===== src/rtl/instr_sequencer_pkg.sv =====
`default_nettype none
// ============================================================================
//  Package     : seq_pkg
//  Description : Shared opcodes, IR field positions, FSM state and opcode
//                class types for the instruction sequencer.
//  Revision    : 1.0 - initial release
// ============================================================================
package seq_pkg;

  // Opcode values carried in IR[15:12]; 1..A are ALU operations
  localparam logic [3:0] c_OP_NOP   = 4'h0;
  localparam logic [3:0] c_OP_MOVIL = 4'hB;
  localparam logic [3:0] c_OP_MOVIH = 4'hC;
  localparam logic [3:0] c_OP_LOAD  = 4'hD;
  localparam logic [3:0] c_OP_STORE = 4'hE;
  localparam logic [3:0] c_OP_HALT  = 4'hF;

  // IR field bit positions
  localparam int c_OP_MSB   = 15;
  localparam int c_OP_LSB   = 12;
  localparam int c_DST_MSB  = 11;
  localparam int c_DST_LSB  = 9;
  localparam int c_SRC1_MSB = 8;
  localparam int c_SRC1_LSB = 6;
  localparam int c_SRC2_MSB = 5;
  localparam int c_SRC2_LSB = 3;
  localparam int c_IMM_MSB  = 7;
  localparam int c_IMM_LSB  = 0;

  // Sequencer states; STEP_WAIT only exists in single-step builds
  typedef enum logic [2:0] {
    ST_IDLE      = 3'd0,
    ST_FETCH     = 3'd1,
    ST_DECODE    = 3'd2,
    ST_EXEC      = 3'd3,
    ST_MEM       = 3'd4,
    ST_HALT      = 3'd5,
    ST_ERROR     = 3'd6
`ifdef DEC_SINGLE_STEP_EN
    ,ST_STEP_WAIT = 3'd7
`endif
  } seq_state_e;

  // Coarse instruction class used to pick the post-decode path
  typedef enum logic [2:0] {
    CLS_NOP   = 3'd0,
    CLS_ALU   = 3'd1,
    CLS_MOVIL = 3'd2,
    CLS_MOVIH = 3'd3,
    CLS_LOAD  = 3'd4,
    CLS_STORE = 3'd5,
    CLS_HALT  = 3'd6
  } op_class_e;

  // Map a 4-bit opcode onto its class
  function automatic op_class_e classify(input logic [3:0] op);
    op_class_e cls;
    case (op)
      c_OP_NOP:   cls = CLS_NOP;
      c_OP_MOVIL: cls = CLS_MOVIL;
      c_OP_MOVIH: cls = CLS_MOVIH;
      c_OP_LOAD:  cls = CLS_LOAD;
      c_OP_STORE: cls = CLS_STORE;
      c_OP_HALT:  cls = CLS_HALT;
      default:    cls = CLS_ALU;
    endcase
    return cls;
  endfunction

endpackage
`default_nettype wire


===== src/rtl/instr_sequencer_field_decode.sv =====
`default_nettype none
// ============================================================================
//  Module      : instr_field_decode
//  Description : Purely combinational split of the instruction register into
//                regfile field outputs plus an opcode class.
//  Revision    : 1.0 - initial release
// ============================================================================
module instr_field_decode
  import seq_pkg::*;
(
  input  logic [15:0] i_ir,
  output logic [2:0]  o_src1,
  output logic [2:0]  o_src2,
  output logic [2:0]  o_dest,
  output logic [7:0]  o_imm,
  output logic [3:0]  o_op,
  output op_class_e   o_class
);

  // Fixed-position field extraction and opcode classification
  always_comb begin
    o_op    = i_ir[c_OP_MSB:c_OP_LSB];
    o_dest  = i_ir[c_DST_MSB:c_DST_LSB];
    o_src1  = i_ir[c_SRC1_MSB:c_SRC1_LSB];
    o_src2  = i_ir[c_SRC2_MSB:c_SRC2_LSB];
    o_imm   = i_ir[c_IMM_MSB:c_IMM_LSB];
    o_class = classify(i_ir[c_OP_MSB:c_OP_LSB]);
  end

endmodule
`default_nettype wire


===== src/rtl/instr_sequencer.sv =====
`default_nettype none
// ============================================================================
//  Module      : instr_sequencer
//  Description : Fetch/decode/commit controller in front of the regfile.
//                Fetches 16-bit instructions into the IR, sequences the
//                data-memory handshake and issues single-cycle commit strobes.
//                Optional macro DEC_SINGLE_STEP_EN adds step_pi and a
//                STEP_WAIT state after every retire.
//  Revision    : 1.0 - initial release
// ============================================================================
module instr_sequencer
  import seq_pkg::*;
#(
  parameter int unsigned           PC_WIDTH    = 8,
  parameter logic [PC_WIDTH-1:0]   RESET_PC    = '0,
  parameter int unsigned           MEM_TIMEOUT = 15
) (
  input  logic                clk_pi,
  input  logic                reset_n_pi,
  input  logic                start_pi,
`ifdef DEC_SINGLE_STEP_EN
  input  logic                step_pi,
`endif
  output logic                imem_req_po,
  output logic [PC_WIDTH-1:0] imem_addr_po,
  input  logic                imem_ack_pi,
  input  logic [15:0]         imem_data_pi,
  output logic                dmem_req_po,
  output logic                dmem_we_po,
  input  logic                dmem_ack_pi,
  output logic                clk_en_po,
  output logic [2:0]          source_reg1_po,
  output logic [2:0]          source_reg2_po,
  output logic [2:0]          destination_reg_po,
  output logic                wr_destination_reg_po,
  output logic                movi_lower_po,
  output logic                movi_higher_po,
  output logic [7:0]          immediate_po,
  output logic [3:0]          alu_op_po,
  output logic                sel_mem_po,
  output logic                halted_po,
  output logic                error_po
);

  localparam int unsigned         c_WAIT_W   = $clog2(MEM_TIMEOUT + 1);
  localparam logic [c_WAIT_W-1:0] c_WAIT_MAX = c_WAIT_W'(MEM_TIMEOUT - 1);
  localparam logic [c_WAIT_W-1:0] c_WAIT_ONE = c_WAIT_W'(1);
  localparam logic [PC_WIDTH-1:0] c_PC_ONE   = PC_WIDTH'(1);

  // Where a retiring instruction goes next, and whether fetch starts at once
`ifdef DEC_SINGLE_STEP_EN
  localparam seq_state_e c_RETIRE_STATE = ST_STEP_WAIT;
  localparam logic       c_RETIRE_REQ   = 1'b0;
`else
  localparam seq_state_e c_RETIRE_STATE = ST_FETCH;
  localparam logic       c_RETIRE_REQ   = 1'b1;
`endif

  seq_state_e          r_state;
  logic [PC_WIDTH-1:0] r_pc;
  logic [15:0]         r_ir;
  logic [c_WAIT_W-1:0] r_wait;
  logic                r_imem_req;
  logic                r_dmem_req;
  logic                r_dmem_we;
  logic                r_clk_en;
  logic                r_wr_dest;
  logic                r_movi_lo;
  logic                r_movi_hi;
  logic                r_halted;
  logic                r_error;

  op_class_e           w_class;
  logic                w_wait_expired;
  logic                w_load_ack;

  instr_field_decode u_field_decode (
    .i_ir    (r_ir),
    .o_src1  (source_reg1_po),
    .o_src2  (source_reg2_po),
    .o_dest  (destination_reg_po),
    .o_imm   (immediate_po),
    .o_op    (alu_op_po),
    .o_class (w_class)
  );

  // Handshake expiry and the LOAD commit, which lands in the dmem ack cycle itself
  always_comb begin
    w_wait_expired = (r_wait == c_WAIT_MAX);
    w_load_ack     = (r_state == ST_MEM) && dmem_ack_pi && !r_dmem_we;
  end

  // Sequencer FSM with registered requests, EXEC strobes and sticky flags
  always_ff @(posedge clk_pi or negedge reset_n_pi) begin
    if (!reset_n_pi) begin
      r_state    <= ST_IDLE;
      r_pc       <= RESET_PC;
      r_ir       <= '0;
      r_wait     <= '0;
      r_imem_req <= 1'b0;
      r_dmem_req <= 1'b0;
      r_dmem_we  <= 1'b0;
      r_clk_en   <= 1'b0;
      r_wr_dest  <= 1'b0;
      r_movi_lo  <= 1'b0;
      r_movi_hi  <= 1'b0;
      r_halted   <= 1'b0;
      r_error    <= 1'b0;
    end else begin
      r_clk_en  <= 1'b0;
      r_wr_dest <= 1'b0;
      r_movi_lo <= 1'b0;
      r_movi_hi <= 1'b0;
      case (r_state)
        ST_IDLE: begin
          if (start_pi) begin
            r_state    <= ST_FETCH;
            r_imem_req <= 1'b1;
            r_wait     <= '0;
          end
        end
        ST_FETCH: begin
          if (imem_ack_pi) begin
            r_ir       <= imem_data_pi;
            r_imem_req <= 1'b0;
            r_state    <= ST_DECODE;
            r_wait     <= '0;
          end else if (w_wait_expired) begin
            r_imem_req <= 1'b0;
            r_error    <= 1'b1;
            r_state    <= ST_ERROR;
            r_wait     <= '0;
          end else begin
            r_wait <= r_wait + c_WAIT_ONE;
          end
        end
        ST_DECODE: begin
          r_wait <= '0;
          case (w_class)
            CLS_HALT: begin
              r_state  <= ST_HALT;
              r_halted <= 1'b1;
            end
            CLS_LOAD, CLS_STORE: begin
              r_state    <= ST_MEM;
              r_dmem_req <= 1'b1;
              r_dmem_we  <= (w_class == CLS_STORE);
            end
            default: begin
              r_state   <= ST_EXEC;
              r_clk_en  <= (w_class != CLS_NOP);
              r_wr_dest <= (w_class == CLS_ALU);
              r_movi_lo <= (w_class == CLS_MOVIL);
              r_movi_hi <= (w_class == CLS_MOVIH);
            end
          endcase
        end
        ST_EXEC: begin
          r_pc       <= r_pc + c_PC_ONE;
          r_state    <= c_RETIRE_STATE;
          r_imem_req <= c_RETIRE_REQ;
          r_wait     <= '0;
        end
        ST_MEM: begin
          if (dmem_ack_pi) begin
            r_dmem_req <= 1'b0;
            r_dmem_we  <= 1'b0;
            r_pc       <= r_pc + c_PC_ONE;
            r_state    <= c_RETIRE_STATE;
            r_imem_req <= c_RETIRE_REQ;
            r_wait     <= '0;
          end else if (w_wait_expired) begin
            r_dmem_req <= 1'b0;
            r_dmem_we  <= 1'b0;
            r_error    <= 1'b1;
            r_state    <= ST_ERROR;
            r_wait     <= '0;
          end else begin
            r_wait <= r_wait + c_WAIT_ONE;
          end
        end
`ifdef DEC_SINGLE_STEP_EN
        ST_STEP_WAIT: begin
          if (step_pi) begin
            r_state    <= ST_FETCH;
            r_imem_req <= 1'b1;
            r_wait     <= '0;
          end
        end
`endif
        ST_HALT, ST_ERROR: begin
          r_state <= r_state;
        end
        default: begin
          r_state <= ST_IDLE;
        end
      endcase
    end
  end

  assign imem_req_po           = r_imem_req;
  assign imem_addr_po          = r_pc;
  assign dmem_req_po           = r_dmem_req;
  assign dmem_we_po            = r_dmem_we;
  assign clk_en_po             = r_clk_en | w_load_ack;
  assign wr_destination_reg_po = r_wr_dest | w_load_ack;
  assign movi_lower_po         = r_movi_lo;
  assign movi_higher_po        = r_movi_hi;
  assign sel_mem_po            = w_load_ack;
  assign halted_po             = r_halted;
  assign error_po              = r_error;

endmodule
`default_nettype wire


===== config.mk =====
export PLATFORM = sky130hd
export DESIGN_NAME = instr_sequencer
export DESIGN_NICKNAME = d
export VERILOG_FILES = /design/src/rtl/instr_sequencer_pkg.sv /design/src/rtl/instr_sequencer_field_decode.sv /design/src/rtl/instr_sequencer.sv
export SDC_FILE = /design/constraint.sdc
export NUM_CORES = 1
export LEC_CHECK = 0
export ABC_AREA = 1
export CAP_MARGIN = 25
export CELL_PAD_IN_SITES_DETAIL_PLACEMENT = 0
export CELL_PAD_IN_SITES_GLOBAL_PLACEMENT = 1
export CORE_MARGIN = 5
export CORE_UTILIZATION = 30
export CTS_CLUSTER_SIZE = 25
export DETAILED_ROUTE_END_ITERATION = 8
export GPL_TIMING_DRIVEN = 0
export PLACE_DENSITY_LB_ADDON = 0.08
export SKIP_CTS_REPAIR_TIMING = 1
export SKIP_LAST_GASP = 1
export SLEW_MARGIN = 5
export SYNTH_ARGS = -nofsm -noshare
export SYNTH_HDL_FRONTEND = slang
export SYNTH_SLANG_ARGS = --single-unit

===== constraint.sdc =====
create_clock -name clk_pi -period 1.37 [get_ports clk_pi]
set_clock_uncertainty 0.2 [all_clocks]
set_input_delay 0.137 -clock clk_pi [delete_from_list [all_inputs] [get_ports clk_pi]]
set_output_delay 0.137 -clock clk_pi [all_outputs]
set_load 0.05 [all_outputs]

Yosys cells after proc, flatten, opt, wreduce, memory -nomap -nowiden
Cells that the tools add are included.

Bits in registers: 40. Logic and storage cells: 102.

Add/subtract/negate cells: 2. Eq/ne operators: 25. Multiplexer cells: 36. Bitwise gates (word level): 3. Reductions and logical operators: 23.

Operator list (number): case mux 3 bit (6 select lines) (2); == test 4 bit (second input constant) (6); == test 3 bit (second input constant) (6); two-way mux 1 bit (18); two-way mux 4 bit (4); case mux 4 bit (4 select lines) (1); case mux 8 bit (2 select lines) (1); == test 3 x 2 -> 1 bit (second input constant) (4); two-way mux 3 bit (4); inequality test 2 bit (second input constant) (5); AND reduction 2 bit (5); adder 8 x 1 -> 8 bit (second input constant) (1); two-way mux 8 bit (1); nonzero test 4 bit (2); == test 3 x 1 -> 1 bit (second input constant) (2); inequality test 3 bit (second input constant) (2); case mux 1 bit (2 select lines) (3); case mux 3 bit (2 select lines) (1); AND reduction 3 bit (2); nonzero test 2 bit (3); OR reduction 2 bit (3); adder 4 x 1 -> 4 bit (second input constant) (1); logical NOT 4 bit (1); case mux 1 bit (4 select lines) (1); 8 further kinds (10).

Longest topological paths before layout
Depth after elaboration: 6. Mapped depth: 9.

By module
Synthesis repeated with hierarchy kept, for this count alone.

Cell total of the unflattened synthesis: 292. Area total of the unflattened synthesis: 2218.4 um^2.

By module, submodules not included: instr_sequencer (times used 1, cells an instance 256, area each 1999.4 um^2, seq. area each 1001.0 um^2); instr_field_decode (times used 1, cells an instance 36, area each 219.0 um^2, seq. area each 0.0 um^2).

Worst setup path before layout
OpenSTA, ideal clock, no wires.

Kind: register to output. From: register r_state[0]. To: output clk_en_po. Data arrival time: 1.920 ns. Path slack: -0.887 ns. Cell stages (with the launch flop): 7. Cells stage by stage: dfrtp_1 nor2_2 nand2_1 inv_2 nand2_1 nor2_1 or2_2.

Word-level cells in the longest chain between the ends: 4.

Ends and longest elaborated chain: start, declared (RTL line instr_sequencer.sv:59) `seq_state_e r_state;`; start signal, assigned (RTL line instr_sequencer.sv:160) `r_state <= c_RETIRE_STATE;`; start signal, assigned (RTL line instr_sequencer.sv:169) `r_state <= c_RETIRE_STATE;`; start signal, assigned (RTL line instr_sequencer.sv:192) `r_state <= r_state;`; == test 3 bit (RTL line instr_sequencer.sv:90) `w_load_ack = (r_state == ST_MEM) && dmem_ack_pi && !r_dmem_we;`; logical AND 1 bit (2 in a row) (RTL line instr_sequencer.sv:90); via sel_mem_po (RTL line instr_sequencer.sv:40) `output logic sel_mem_po,`; bitwise OR 1 bit (RTL line instr_sequencer.sv:205) `assign clk_en_po = r_clk_en | w_load_ack;`; end, declared (RTL line instr_sequencer.sv:31) `output logic clk_en_po,`.

The timed path passes the listed nets, and every way through them passes these cells.

Worst setup path after layout
From: register r_state[1]. To: output wr_destination_reg_po.

Word-level cells in the longest chain between the ends: 4.

Ends and longest elaborated chain: == test 3 bit (RTL line instr_sequencer.sv:90); logical AND 1 bit (2 in a row) (RTL line instr_sequencer.sv:90); bitwise OR 1 bit (RTL line instr_sequencer.sv:206) `assign wr_destination_reg_po = r_wr_dest | w_load_ack;`; end, declared (RTL line instr_sequencer.sv:35) `output logic wr_destination_reg_po,`.

Every way passes these cells.

==> flow_metrics.tcl <==
set metrics [dict create \
    cts_tree "built" \
    grt.overflow.total 0 \
    synth_xor_area_share_pct 1.726 \
    p_sw_share_pct 51.74 \
    rsz0062_at_grt "true" \
    pre_cts_slack_ns -0.9389 \
    switchingPower_uw 4145 \
    critPathSlowestCell "dfrtp_2" \
    vias 1899 \
    cap_violations 0 \
    pin_count 60 \
    synth_compound_area_share_pct 4.994 \
    track_usage_pct 12.59 \
    ys_seq_area_share_pct 49.32 \
    fin_nets 376 \
    syn_area_per_cell_um2 7.836 \
    maxSlewViolCount 0 \
    syn_nets 283 \
    insertion_delay_ns 0.30 \
    tightest_slew_ns 0.4981 \
    drc 0 \
    cp.arrival_ns 1.47 \
    dieArea_um2 8510 \
    critPathMaxStageDelay_ns 0.45 \
    avgViaCountPerCell 4.386 \
    synthAdderAreaFrac_pct 1.850 \
    final_cell_mix "nand2_1 (75), nand3_1 (31), buf_4 (30), dfrtp_1 (26), clkbuf_2 (20)" \
    async_reset_ff_share_pct 100.0 \
    gp_congestion 0.7515 \
    setup_tns_ns -7.580 \
    seqPwrFrac_pct 26.7 \
    cp.required_ns 1.03 \
    combPwrFrac_pct 63.5 \
    crit_path_start_kind "flip-flop" \
    nFillCells 706 \
    clkPwrFrac_pct 9.9 \
    failed_checks "setup timing" \
    crit_type "reg2out" \
    hold_ws_ns 0.1340 \
    max_freq_ghz 0.5526 \
    layout-drive-gt1-share_pct 40.51 \
    ant_nets 0 \
    root_buffer "clkbuf_8" \
    cts_sinks 40 \
    drt_iter0_drc 43 \
    routed_wl_um 5375 \
    holdCritPathClass "in2async" \
    synth_edf_count 0 \
    status "finished with violations" \
    firstDrtPassIters 4 \
    synthMuxAreaShare_pct 0 \
    syn_to_final_growth_pct 54.01 \
    crit_fanout 5 \
    cts_buffer_depth 2 \
    start_util_pct 30.37 \
    cts_buffers 5 \
    yosys_warnings 0 \
    syn_area_um2 2029 \
    first_global_vias 1829 \
    internal_power_uw 3866 \
    die-height_um 92.25 \
    finalHoldViolCount 0 \
    final_common_cell "nand2_1" \
    cpMostUsedCell "nor2_4" \
    die_w_um 92.25 \
    antenna_found_initial 0 \
    antenna_cells 0 \
    grt_max_degree 23 \
    critPathCaptureType "output port" \
    core_area_um2 6681 \
    numPortBuffers 59 \
    synth.distinct_cells 26 \
    max-vdd-ir-drop_mv 1.181 \
    synth_simple_gate_area_share_pct 33.48 \
    power.density_nw_per_um2 2563 \
    setup_slack_ns -0.4398 \
    clk_pin_slew_worst_paths_ns 0.08 \
    place_hpwl_um 3847 \
    fin_crit_ns 1.810 \
    grt_pass1_wl_um 8604 \
    multi_input_area_um2 1018 \
    fin_crit_sh_pct 132.1 \
    fp-row-count 30 \
    slew_headroom_pct 66.79 \
    setup_viol 43 \
    wl_per_cell_um 12.41 \
    postSynthRegisterBits 40 \
    p_leak_uw 0.001571 \
    ff_latch_area_um2 1018 \
    synth_cells 259 \
    htree_levels 2 \
    ys.flop_type "dfrtp_1" \
    synth_top_family_by_area "simple AND/OR/NAND/NOR gates" \
    path_cells "nor2_4 -> nand2_2 -> inv_2 -> nand2_4 -> nor2_4 -> or2_4 -> buf_8" \
    fin_util_pct 46.78 \
]
Yosys cell counts, types with 3 or more instances:
library cell | count | area [µm²]
dfrtp_1 | 40 | 1001
inv_2 | 3 | 11.26
buf_4 | 5 | 37.54
inv_1 | 24 | 90.09
o21ai_1 | 5 | 25.02
nand2_1 | 83 | 311.6
nand2_2 | 3 | 18.77
a21oi_1 | 4 | 20.02
nand4_1 | 5 | 31.28
a21oi_2 | 3 | 26.28
nand3_1 | 34 | 170.2
ha_1 | 3 | 37.54
nor2_1 | 25 | 93.84
xor2_1 | 3 | 26.28
o21ai_0 | 3 | 15.01
metrics by stage:
step	total power (µW)	std cells	instance area [µm²]
finish	8011	433	3126
floorplan	5279	259	2132
CTS	7534	407	2930
global route	8632	433	3126
global placement	6666	398	2823
detailed placement	6705	399	2845
state kept, by name, summed over array words and instances (netlist names):
name,flops
r_state,3
error_po,1
dmem_we_po,1
r_wr_dest,1
movi_higher_po,1
r_ir,16
imem_addr_po,8
r_wait,4
imem_req_po,1
r_clk_en,1
halted_po,1
dmem_req_po,1
movi_lower_po,1
per-layer routing:
metal  routed length, µm  GRT usage [%]  share of wire (%)  vias up
met5                   0              0                  0        -
met4                  56          3.342                1.0        0
met3                 318          4.184                5.9        5
met2                2434          19.65                 45       37
met1                2566          16.70                 48      855
li1                    -              -                  -     1002
critical path, delay by kind of cell, from the launching register on:
kind          cells  cell delay [ns]
buf+inv           2             0.21
simple gates      5             0.52
flops             1             0.45
final cells by class:
class                           instances  share of cell area, %
Sequential cell                        40                  32.59
Clock inverter                          2                 0.4003
Tap cell                               80                  3.203
Inverter                               27                  3.403
Timing Repair Buffer                   86                  22.62
Multi-Input combinational cell        182                  32.59
Clock buffer                            6                  2.322
Buffer                                 10                  2.882
power by group through the flow:
stage	Clock, µW	Sequential (µW)	Combinational [µW]
floorplan	0	3280	2000
global placement	0	2140	4520
detailed placement	0	2150	4560
CTS	840	2130	4570
global route	886	2210	5530
finish	790	2140	5080
cell families (layout without fill, tap and decap cells):
| logic type | Yosys count | count (layout) |
|---|---|---|
| and+or+nand+nor | 158 | 158 |
| AOI/OAI and AO/OA | 17 | 17 |
| adders and majority gates | 3 | 3 |
| xor gates and xnor gates | 4 | 4 |
| DFF | 40 | 40 |
| buffers and inverters | 37 | 131 |
final timing paths:
kind	from	to	slack [ns]	cells past startpoint
max	r_state[1]	wr_destination_reg_po	-0.44	7
min	reset_n_pi	r_wait[3]	0.13	2
max reg2reg	r_state[0]	r_ir[14]	-0.25	9
min reg2reg	dmem_req_po	dmem_req_po	0.28	2
max in group asynchronous	reset_n_pi	r_ir[15]	0.34	3
min in group clk_pi	imem_data_pi[10]	r_ir[10]	0.19	3
Power figures use the tool's default switching activity.
